## src/rtl/eth_udp_pkg.sv

```systemverilog
// Shared constants and FSM state encoding for the UDP/IPv4 GMII transmit path.
package eth_udp_pkg;

    localparam int unsigned CNT_W           = 11;
    localparam int unsigned MAX_UDP_PAYLOAD = 1472;
    localparam int unsigned MIN_PAYLOAD     = 18;

    localparam int unsigned PREAMBLE_LEN = 8;
    localparam int unsigned ETH_HDR_LEN  = 14;
    localparam int unsigned IP_HDR_LEN   = 20;
    localparam int unsigned UDP_HDR_LEN  = 8;
    localparam int unsigned FCS_LEN      = 4;

    localparam logic [15:0] ETHERTYPE_IPV4 = 16'h0800;
    localparam logic [7:0]  IP_PROTO_UDP   = 8'd17;
    localparam logic [7:0]  IP_VER_IHL     = 8'h45;
    localparam logic [15:0] IP_FLAGS_FRAG  = 16'h4000;  // DF set, offset 0
    localparam logic [7:0]  PREAMBLE_BYTE  = 8'h55;
    localparam logic [7:0]  SFD_BYTE       = 8'hD5;

    typedef logic [3:0] state_t;

    localparam state_t ST_IDLE     = 4'd0;
    localparam state_t ST_PREAMBLE = 4'd1;
    localparam state_t ST_ETH      = 4'd2;
    localparam state_t ST_IP       = 4'd3;
    localparam state_t ST_UDP      = 4'd4;
    localparam state_t ST_DATA     = 4'd5;
    localparam state_t ST_PAD      = 4'd6;
    localparam state_t ST_FCS      = 4'd7;
    localparam state_t ST_IFG      = 4'd8;

endpackage

```

## src/rtl/crc32_d8.sv

```systemverilog
// Byte-wide Ethernet CRC-32 (reflected form of poly 04C11DB7) with clear and
// enable; the raw register is exposed, the caller inverts it for the FCS.
module crc32_d8 (
    input  logic        clk,
    input  logic        reset_p,
    input  logic        clr,
    input  logic        en,
    input  logic [7:0]  din,
    output logic [31:0] crc
);

    localparam logic [31:0] POLY_REFL = 32'hEDB88320;
    localparam logic [31:0] CRC_INIT  = 32'hFFFF_FFFF;

    logic [31:0] crc_q;
    logic [31:0] crc_d;
    logic [31:0] work_c;

    always_comb begin
        crc_d  = crc_q;
        work_c = crc_q ^ {24'h0, din};
        for (int i = 0; i < 8; i++) begin
            work_c = work_c[0] ? ((work_c >> 1) ^ POLY_REFL) : (work_c >> 1);
        end
        if (clr) begin
            crc_d = CRC_INIT;
        end else if (en) begin
            crc_d = work_c;
        end
    end

    always_ff @(posedge clk or posedge reset_p) begin
        if (reset_p) begin
            crc_q <= CRC_INIT;
        end else begin
            crc_q <= crc_d;
        end
    end

    assign crc = crc_q;

endmodule

```

## src/rtl/udp_ip_tx_framer.sv

```systemverilog
// GMII UDP/IPv4 transmit framer: preamble, Ethernet/IP/UDP headers, FIFO payload,
// zero padding and FCS. state_q/cnt_q name the byte that appears on GMII next cycle.
module udp_ip_tx_framer
    import eth_udp_pkg::*;
#(
    parameter logic [47:0] LOCAL_MAC  = 48'h00_0a_35_01_fe_c0,
    parameter logic [31:0] LOCAL_IP   = 32'hc0_a8_00_02,
    parameter logic [15:0] LOCAL_PORT = 16'd5000,
    parameter logic [7:0]  IP_TTL     = 8'd64,
    parameter int unsigned IFG_CYCLES = 12
) (
    input  logic        clk,
    input  logic        reset_p,
    input  logic        tx_start,
    input  logic [47:0] dst_mac,
    input  logic [31:0] dst_ip,
    input  logic [15:0] dst_port,
    input  logic [15:0] data_len,
    output logic        payload_req,
    input  logic [7:0]  payload_dat,
    output logic        cal_en,
    output logic [15:0] ip_total_len,
    output logic [15:0] ip_id,
    input  logic [15:0] ip_checksum,
    output logic        gmii_tx_en,
    output logic [7:0]  gmii_txd,
    output logic        busy,
    output logic        tx_done,
    output logic        len_err
);

    state_t             state_q, state_d, next_state_c;
    logic [CNT_W-1:0]   cnt_q, cnt_d, last_cnt_c;
    logic               at_last_c, short_c;
    logic [47:0]        dst_mac_q, dst_mac_d;
    logic [31:0]        dst_ip_q, dst_ip_d;
    logic [15:0]        dst_port_q, dst_port_d;
    logic [15:0]        len_q, len_d;
    logic [15:0]        csum_q, csum_d;
    logic [15:0]        ip_id_q, ip_id_d;
    logic [15:0]        total_len_q, total_len_d;
    logic               cal_en_q, cal_en_d, req_q, req_d, tx_en_q, tx_en_d;
    logic               busy_q, busy_d, done_q, done_d, len_err_q, len_err_d;
    logic [7:0]         txd_q, txd_d;
    logic               crc_clr_c, crc_en_c;
    logic [31:0]        crc_val, fcs_c;
    logic [13:0][7:0]   eth_hdr_c;
    logic [19:0][7:0]   ip_hdr_c;
    logic [7:0][7:0]    udp_hdr_c;

    assign eth_hdr_c = {dst_mac_q, LOCAL_MAC, ETHERTYPE_IPV4};
    assign ip_hdr_c  = {IP_VER_IHL, 8'h00, total_len_q, ip_id_q, IP_FLAGS_FRAG,
                        IP_TTL, IP_PROTO_UDP, csum_q, LOCAL_IP, dst_ip_q};
    assign udp_hdr_c = {LOCAL_PORT, dst_port_q, len_q + 16'd8, 16'h0000};
    assign short_c   = (len_q < 16'(MIN_PAYLOAD));
    assign fcs_c     = ~crc_val;

    // Length of the current section and where it leads.
    always_comb begin
        last_cnt_c   = '0;
        next_state_c = ST_IDLE;
        case (state_q)
            ST_PREAMBLE: begin last_cnt_c = CNT_W'(PREAMBLE_LEN - 1); next_state_c = ST_ETH; end
            ST_ETH:      begin last_cnt_c = CNT_W'(ETH_HDR_LEN - 1);  next_state_c = ST_IP;  end
            ST_IP:       begin last_cnt_c = CNT_W'(IP_HDR_LEN - 1);   next_state_c = ST_UDP; end
            ST_UDP: begin
                last_cnt_c   = CNT_W'(UDP_HDR_LEN - 1);
                next_state_c = (len_q == 16'd0) ? ST_PAD : ST_DATA;
            end
            ST_DATA: begin
                last_cnt_c   = len_q[CNT_W-1:0] - CNT_W'(1);
                next_state_c = short_c ? ST_PAD : ST_FCS;
            end
            ST_PAD: begin
                last_cnt_c   = CNT_W'(MIN_PAYLOAD - 1) - len_q[CNT_W-1:0];
                next_state_c = ST_FCS;
            end
            ST_FCS:      begin last_cnt_c = CNT_W'(FCS_LEN - 1); next_state_c = ST_IFG; end
            // One extra IFG state covers the output register lag so tx_en is low IFG_CYCLES cycles.
            ST_IFG:      begin last_cnt_c = CNT_W'(IFG_CYCLES);  next_state_c = ST_IDLE; end
            default: ;
        endcase
    end

    assign at_last_c = (cnt_q == last_cnt_c);

    always_comb begin
        state_d     = state_q;
        cnt_d       = cnt_q;
        dst_mac_d   = dst_mac_q;
        dst_ip_d    = dst_ip_q;
        dst_port_d  = dst_port_q;
        len_d       = len_q;
        total_len_d = total_len_q;
        csum_d      = csum_q;
        cal_en_d    = 1'b0;
        len_err_d   = 1'b0;
        tx_en_d     = 1'b0;
        txd_d       = 8'h00;
        crc_clr_c   = 1'b0;
        crc_en_c    = 1'b0;

        if (state_q == ST_IDLE) begin
            cnt_d = '0;
            if (tx_start) begin
                if (data_len <= 16'(MAX_UDP_PAYLOAD)) begin
                    state_d     = ST_PREAMBLE;
                    cal_en_d    = 1'b1;
                    dst_mac_d   = dst_mac;
                    dst_ip_d    = dst_ip;
                    dst_port_d  = dst_port;
                    len_d       = data_len;
                    total_len_d = data_len + 16'd28;
                end else begin
                    len_err_d = 1'b1;
                end
            end
        end else begin
            cnt_d = at_last_c ? '0 : cnt_q + CNT_W'(1);
            if (at_last_c) begin
                state_d = next_state_c;
            end
        end

        case (state_q)
            ST_PREAMBLE: begin
                tx_en_d   = 1'b1;
                txd_d     = at_last_c ? SFD_BYTE : PREAMBLE_BYTE;
                crc_clr_c = 1'b1;
                if (cnt_q == CNT_W'(2)) begin
                    csum_d = ip_checksum;
                end
            end
            ST_ETH:  begin tx_en_d = 1'b1; crc_en_c = 1'b1; txd_d = eth_hdr_c[4'(CNT_W'(ETH_HDR_LEN - 1) - cnt_q)]; end
            ST_IP:   begin tx_en_d = 1'b1; crc_en_c = 1'b1; txd_d = ip_hdr_c[5'(CNT_W'(IP_HDR_LEN - 1) - cnt_q)]; end
            ST_UDP:  begin tx_en_d = 1'b1; crc_en_c = 1'b1; txd_d = udp_hdr_c[3'(CNT_W'(UDP_HDR_LEN - 1) - cnt_q)]; end
            ST_DATA: begin tx_en_d = 1'b1; crc_en_c = 1'b1; txd_d = payload_dat; end
            ST_PAD:  begin tx_en_d = 1'b1; crc_en_c = 1'b1; end
            ST_FCS:  begin tx_en_d = 1'b1; txd_d = fcs_c[{cnt_q[1:0], 3'b000} +: 8]; end
            default: ;
        endcase
    end

    // FIFO data lands one cycle after the strobe, so the strobe leads the DATA section by one.
    assign req_d = ((state_d == ST_UDP) && (cnt_d == CNT_W'(UDP_HDR_LEN - 1)) && (len_q != 16'd0))
                || ((state_d == ST_DATA) && (cnt_d != len_q[CNT_W-1:0] - CNT_W'(1)));
    assign busy_d  = (state_d != ST_IDLE);
    assign done_d  = (state_q == ST_FCS) && at_last_c;
    assign ip_id_d = done_d ? ip_id_q + 16'd1 : ip_id_q;

    always_ff @(posedge clk or posedge reset_p) begin
        if (reset_p) begin
            state_q     <= ST_IDLE;
            cnt_q       <= '0;
            dst_mac_q   <= '0;
            dst_ip_q    <= '0;
            dst_port_q  <= '0;
            len_q       <= '0;
            total_len_q <= '0;
            csum_q      <= '0;
            ip_id_q     <= '0;
            cal_en_q    <= 1'b0;
            req_q       <= 1'b0;
            tx_en_q     <= 1'b0;
            txd_q       <= '0;
            busy_q      <= 1'b0;
            done_q      <= 1'b0;
            len_err_q   <= 1'b0;
        end else begin
            state_q     <= state_d;
            cnt_q       <= cnt_d;
            dst_mac_q   <= dst_mac_d;
            dst_ip_q    <= dst_ip_d;
            dst_port_q  <= dst_port_d;
            len_q       <= len_d;
            total_len_q <= total_len_d;
            csum_q      <= csum_d;
            ip_id_q     <= ip_id_d;
            cal_en_q    <= cal_en_d;
            req_q       <= req_d;
            tx_en_q     <= tx_en_d;
            txd_q       <= txd_d;
            busy_q      <= busy_d;
            done_q      <= done_d;
            len_err_q   <= len_err_d;
        end
    end

    crc32_d8 u_crc (
        .clk     (clk),
        .reset_p (reset_p),
        .clr     (crc_clr_c),
        .en      (crc_en_c),
        .din     (txd_d),
        .crc     (crc_val)
    );

    assign payload_req  = req_q;
    assign cal_en       = cal_en_q;
    assign ip_total_len = total_len_q;
    assign ip_id        = ip_id_q;
    assign gmii_tx_en   = tx_en_q;
    assign gmii_txd     = txd_q;
    assign busy         = busy_q;
    assign tx_done      = done_q;
    assign len_err      = len_err_q;

endmodule

```

## config.mk

```make
export PLATFORM = sky130hd
export DESIGN_NAME = udp_ip_tx_framer
export DESIGN_NICKNAME = d
export VERILOG_FILES = /design/src/rtl/eth_udp_pkg.sv /design/src/rtl/crc32_d8.sv /design/src/rtl/udp_ip_tx_framer.sv
export SDC_FILE = /design/constraint.sdc
export NUM_CORES = 1
export LEC_CHECK = 0
export BUFFER_PORTS_ARGS = -buffer_cell sky130_fd_sc_hd__buf_4
export CAP_MARGIN = 40
export CORE_MARGIN = 5
export CORE_UTILIZATION = 45
export DETAILED_ROUTE_END_ITERATION = 10
export PLACE_DENSITY = 0.74
export SKIP_LAST_GASP = 1
export SYNTH_ARGS = -nofsm -noshare
export SYNTH_HDL_FRONTEND = slang
export SYNTH_SLANG_ARGS = --single-unit
```

## constraint.sdc

```tcl
create_clock -name clk -period 13.3 [get_ports clk]
set_input_delay 1.995 -clock clk [delete_from_list [all_inputs] [get_ports clk]]
set_output_delay 1.995 -clock clk [all_outputs]
set_load 0.02 [all_outputs]
```

==> flow_metrics.py <==
metrics = {
    "run_status": {
        "status": "complete, no violations",
    },
    "power_and_ir_drop": {
        "powerDensity_nw_per_um2": 146,
        "clkPwrFrac_pct": 31.8,
        "p_switching_mw": 0.669,
        "peakVddDrop_mv": 0.0904,
        "p_leak_nw": 7.47,
        "p_int_mw": 1.57,
        "p_comb_share_pct": 30.5,
        "seqPwrFrac_pct": 37.7,
        "netSwitchingFraction_pct": 29.9,
    },
    "critical_path": {
        "crit_type": "register to register",
        "path_buf_inv": 1,
        "path_delay_family": "XOR/XNOR gates",
        "timing.rr.end": "u_crc.crc[26]",
        "critPathLaunchType": "register",
        "cp.arrival_ns": 5.32,
        "path_cells": "buf_4 > ha_1 > nor2b_1 > a211oi_1 > nor3b_1 > a211oi_1 > xnor2_1 > xnor3_1 > xnor3_1 > o22a_1",
        "ff2ff_path_depth": 10,
        "cp-end-kind": "register",
        "cp_slowest_stage_delay_ns": 0.79,
        "r2r-start": "cnt_q[0]",
        "cp.required_ns": 13.77,
        "crit_cells": 10,
        "path_max_fanout": 63,
        "crit_slowest_cell": "buf_4",
        "regToRegSetupSlack_ns": 8.46,
    },
    "cells_and_area": {
        "multi_input_area_um2": 6820,
        "synthToLayoutAreaGrowth_pct": 18.8,
        "fillers": 2546,
        "ff_latch_area_um2": 5530,
        "final_cell_mix": "nand2_1, buf_4, dfrtp_1",
        "nets": 1660,
        "insertedDiodeCount": 0,
        "final_layout_size_suffix_gt1_share_pct": 24.2,
        "final_util_pct": 53.8,
        "layout_commonest_cell": "nand2_1",
    },
    "clock_network": {
        "clockBufferDepth": 3,
        "ctsResizeCount": 0,
        "cts_tree": "done",
        "htree_levels": 1,
        "cts_sinks": 219,
        "clk_latency_ns": 0.55,
        "path_clk_slew_ns": 0.06,
        "cts_made_buffers": 25,
        "hold_buffers": 0,
        "cts-root-buf": "clkbuf_16",
        "postCtsSetupBuffers": 0,
    },
    "logic_synthesis": {
        "synth-edff-count": 0,
        "synth_ff_type": "dfrtp_1",
        "synth_cells": 1368,
        "synth-warning-count": 0,
        "yosysSeqAreaShare_pct": 42.8,
        "synth_area_per_cell_um2": 9.43,
        "synth_cell_types": 94,
        "syn_nets": 1525,
        "synth-async-reset-ratio_pct": 100,
        "syn-cell-area_um2": 12900,
        "synth_seq_cells": 219,
    },
    "die": {
        "core_um2": 28500,
        "fp.dieW_um": 179,
        "io_pins": 185,
        "rows": 62,
        "dieArea_um2": 32200,
        "die_y_um": 179,
        "initial_core_util_pct": 45.3,
    },
    "grt": {
        "grt_pass1_wl_um": 58600,
        "grt_pass1_vias": 10500,
        "grt_overflow": 0,
        "grt_use_total_pct": 23.1,
        "antenna_found_initial": 0,
        "grt_max_degree": 85,
    },
    "timing": {
        "fin_crit_ns": 4.84,
        "fin_skew_ns": 0.0215,
        "setup_viol": 0,
        "tightestPinTransition_ns": 0.892,
        "tns_ns": 0,
        "rsz0062_at_grt": "no",
        "slew_headroom_pct": 40.3,
        "final_max_slew_viol_count": 0,
        "clock.fmax_ghz": 0.206,
        "fin_crit_sh_pct": 36.4,
        "hold_viol_final": 0,
    },
    "place": {
        "gp_congestion": 0.941,
        "dpl.hpwl_um": 27400,
        "port_buffers": 184,
    },
    "hold_path": {
        "hp-start": "dst_ip_q[5]",
        "holdPathStages": 2,
        "hold_end": "dst_ip_q[5]",
        "hp-class": "register to register",
    },
    "routing": {
        "antenna_left": 0,
        "viasPerCell": 5.61,
        "drc": 0,
        "drt-pass1-iter-count": 6,
        "drt-total-wl_um": 37600,
        "vias": 10700,
        "first_iter_violations": 896,
        "drt-wirelength-per-cell_um": 19.7,
    },
    "job": {
        "maxCapViolations": 0,
    },
}
-- how the worst max path moves through the flow --
stage / from / to / slack [ns]
CTS: cnt_q[0] / u_crc.crc[26] / 8.45
global placement: cnt_q[0] / u_crc.crc[26] / 8.53
detailed placement: cnt_q[0] / u_crc.crc[26] / 8.49
floorplan: reset_p / busy / 5.37
finish: cnt_q[0] / u_crc.crc[26] / 8.46
global route: cnt_q[0] / u_crc.crc[26] / 8.18
-- Yosys cell counts, drive strengths merged, types with 18 or more instances --
master | n | area [um^2]
nand2 | 340 | 1280
dfrtp | 187 | 4680
nor2 | 91 | 349
xnor2 | 72 | 668
xor2 | 52 | 478
a21oi | 49 | 245
buf | 45 | 294
clkbuf | 44 | 165
mux2 | 43 | 484
o21ai | 36 | 184
dfstp | 32 | 841
inv | 28 | 105
nor3 | 27 | 158
mux2i | 24 | 240
nand3 | 23 | 115
ha | 18 | 225
-- worst reg2reg max path, cell delays in order, from the launching register on --
cell      delay [ns]
dfrtp_4         0.73
buf_4           0.80
ha_1            0.56
nor2b_1         0.24
a211oi_1        0.07
nor3b_1         0.45
a211oi_1        0.20
xnor2_1         0.45
xnor3_1         0.61
xnor3_1         0.51
o22a_1          0.16
-- state kept, by name, indices dropped and copies added (netlist names) --
register	flops
dst_mac_q	48
dst_ip_q	32
u_crc.crc	32
csum_q	16
dst_port_q	16
ip_id	16
len_q	16
ip_total_len	14
cnt_q	11
gmii_txd	8
state_q	4
busy	1
cal_en	1
gmii_tx_en	1
len_err	1
payload_req	1
tx_done	1
-- area by class of cell --
type,count,share of cell area (%)
multi-input cells,1029,44.5
inverters,31,0.808
well taps,384,3.13
repair buffers,197,9.91
clock inverters,11,0.947
flip-flops and latches,219,36.0
clock buffers,35,4.65
-- power by group through the flow --
| stage | Combinational (mW) | Sequential [mW] | Clock [mW] |
|---|---|---|---|
| 2_1_floorplan | 0.552 | 0.833 | 0 |
| 3_3_place_gp | 0.658 | 0.851 | 0 |
| 3_5_place_dp | 0.677 | 0.853 | 0 |
| 4_1_cts | 0.683 | 0.842 | 0.724 |
| 5_1_grt | 0.742 | 0.850 | 0.752 |
| 6_report | 0.683 | 0.843 | 0.710 |
-- through the flow --
stage	cells	hold slack, ns	power, mW	setup WS (ns)	area, um^2
after floorplan	1368	0.437	1.39	5.37	12900
after global placement	1858	0.453	1.51	8.53	14400
after detailed placement	1860	0.458	1.53	8.49	14500
after CTS	1906	0.474	2.25	8.45	15300
after global routing	1906	0.493	2.34	8.18	15300
final	1906	0.468	2.24	8.46	15300
-- per-layer routing --
layer  wire [um]  part of all wire, %  global-route usage, %
met4        1380                  3.7                   7.78
met2       17300                   46                   36.1
met3        2690                  7.2                   3.59
met1       16300                   43                   33.1
met5           0                    0                      0
-- cells by family after synthesis --
family / Yosys count / share of synthesized area, %
buffers and inverters: 120 / 4.46
AND/OR/NAND/NOR: 587 / 21.0
adder cells (fa/ha/maj): 18 / 1.75
AO/OA/AOI/OAI: 208 / 11.2
XOR/XNOR: 132 / 10.3
flip-flops: 219 / 42.8
multiplexers: 84 / 8.58
Note: power is estimated with default switching activity, not from simulation.
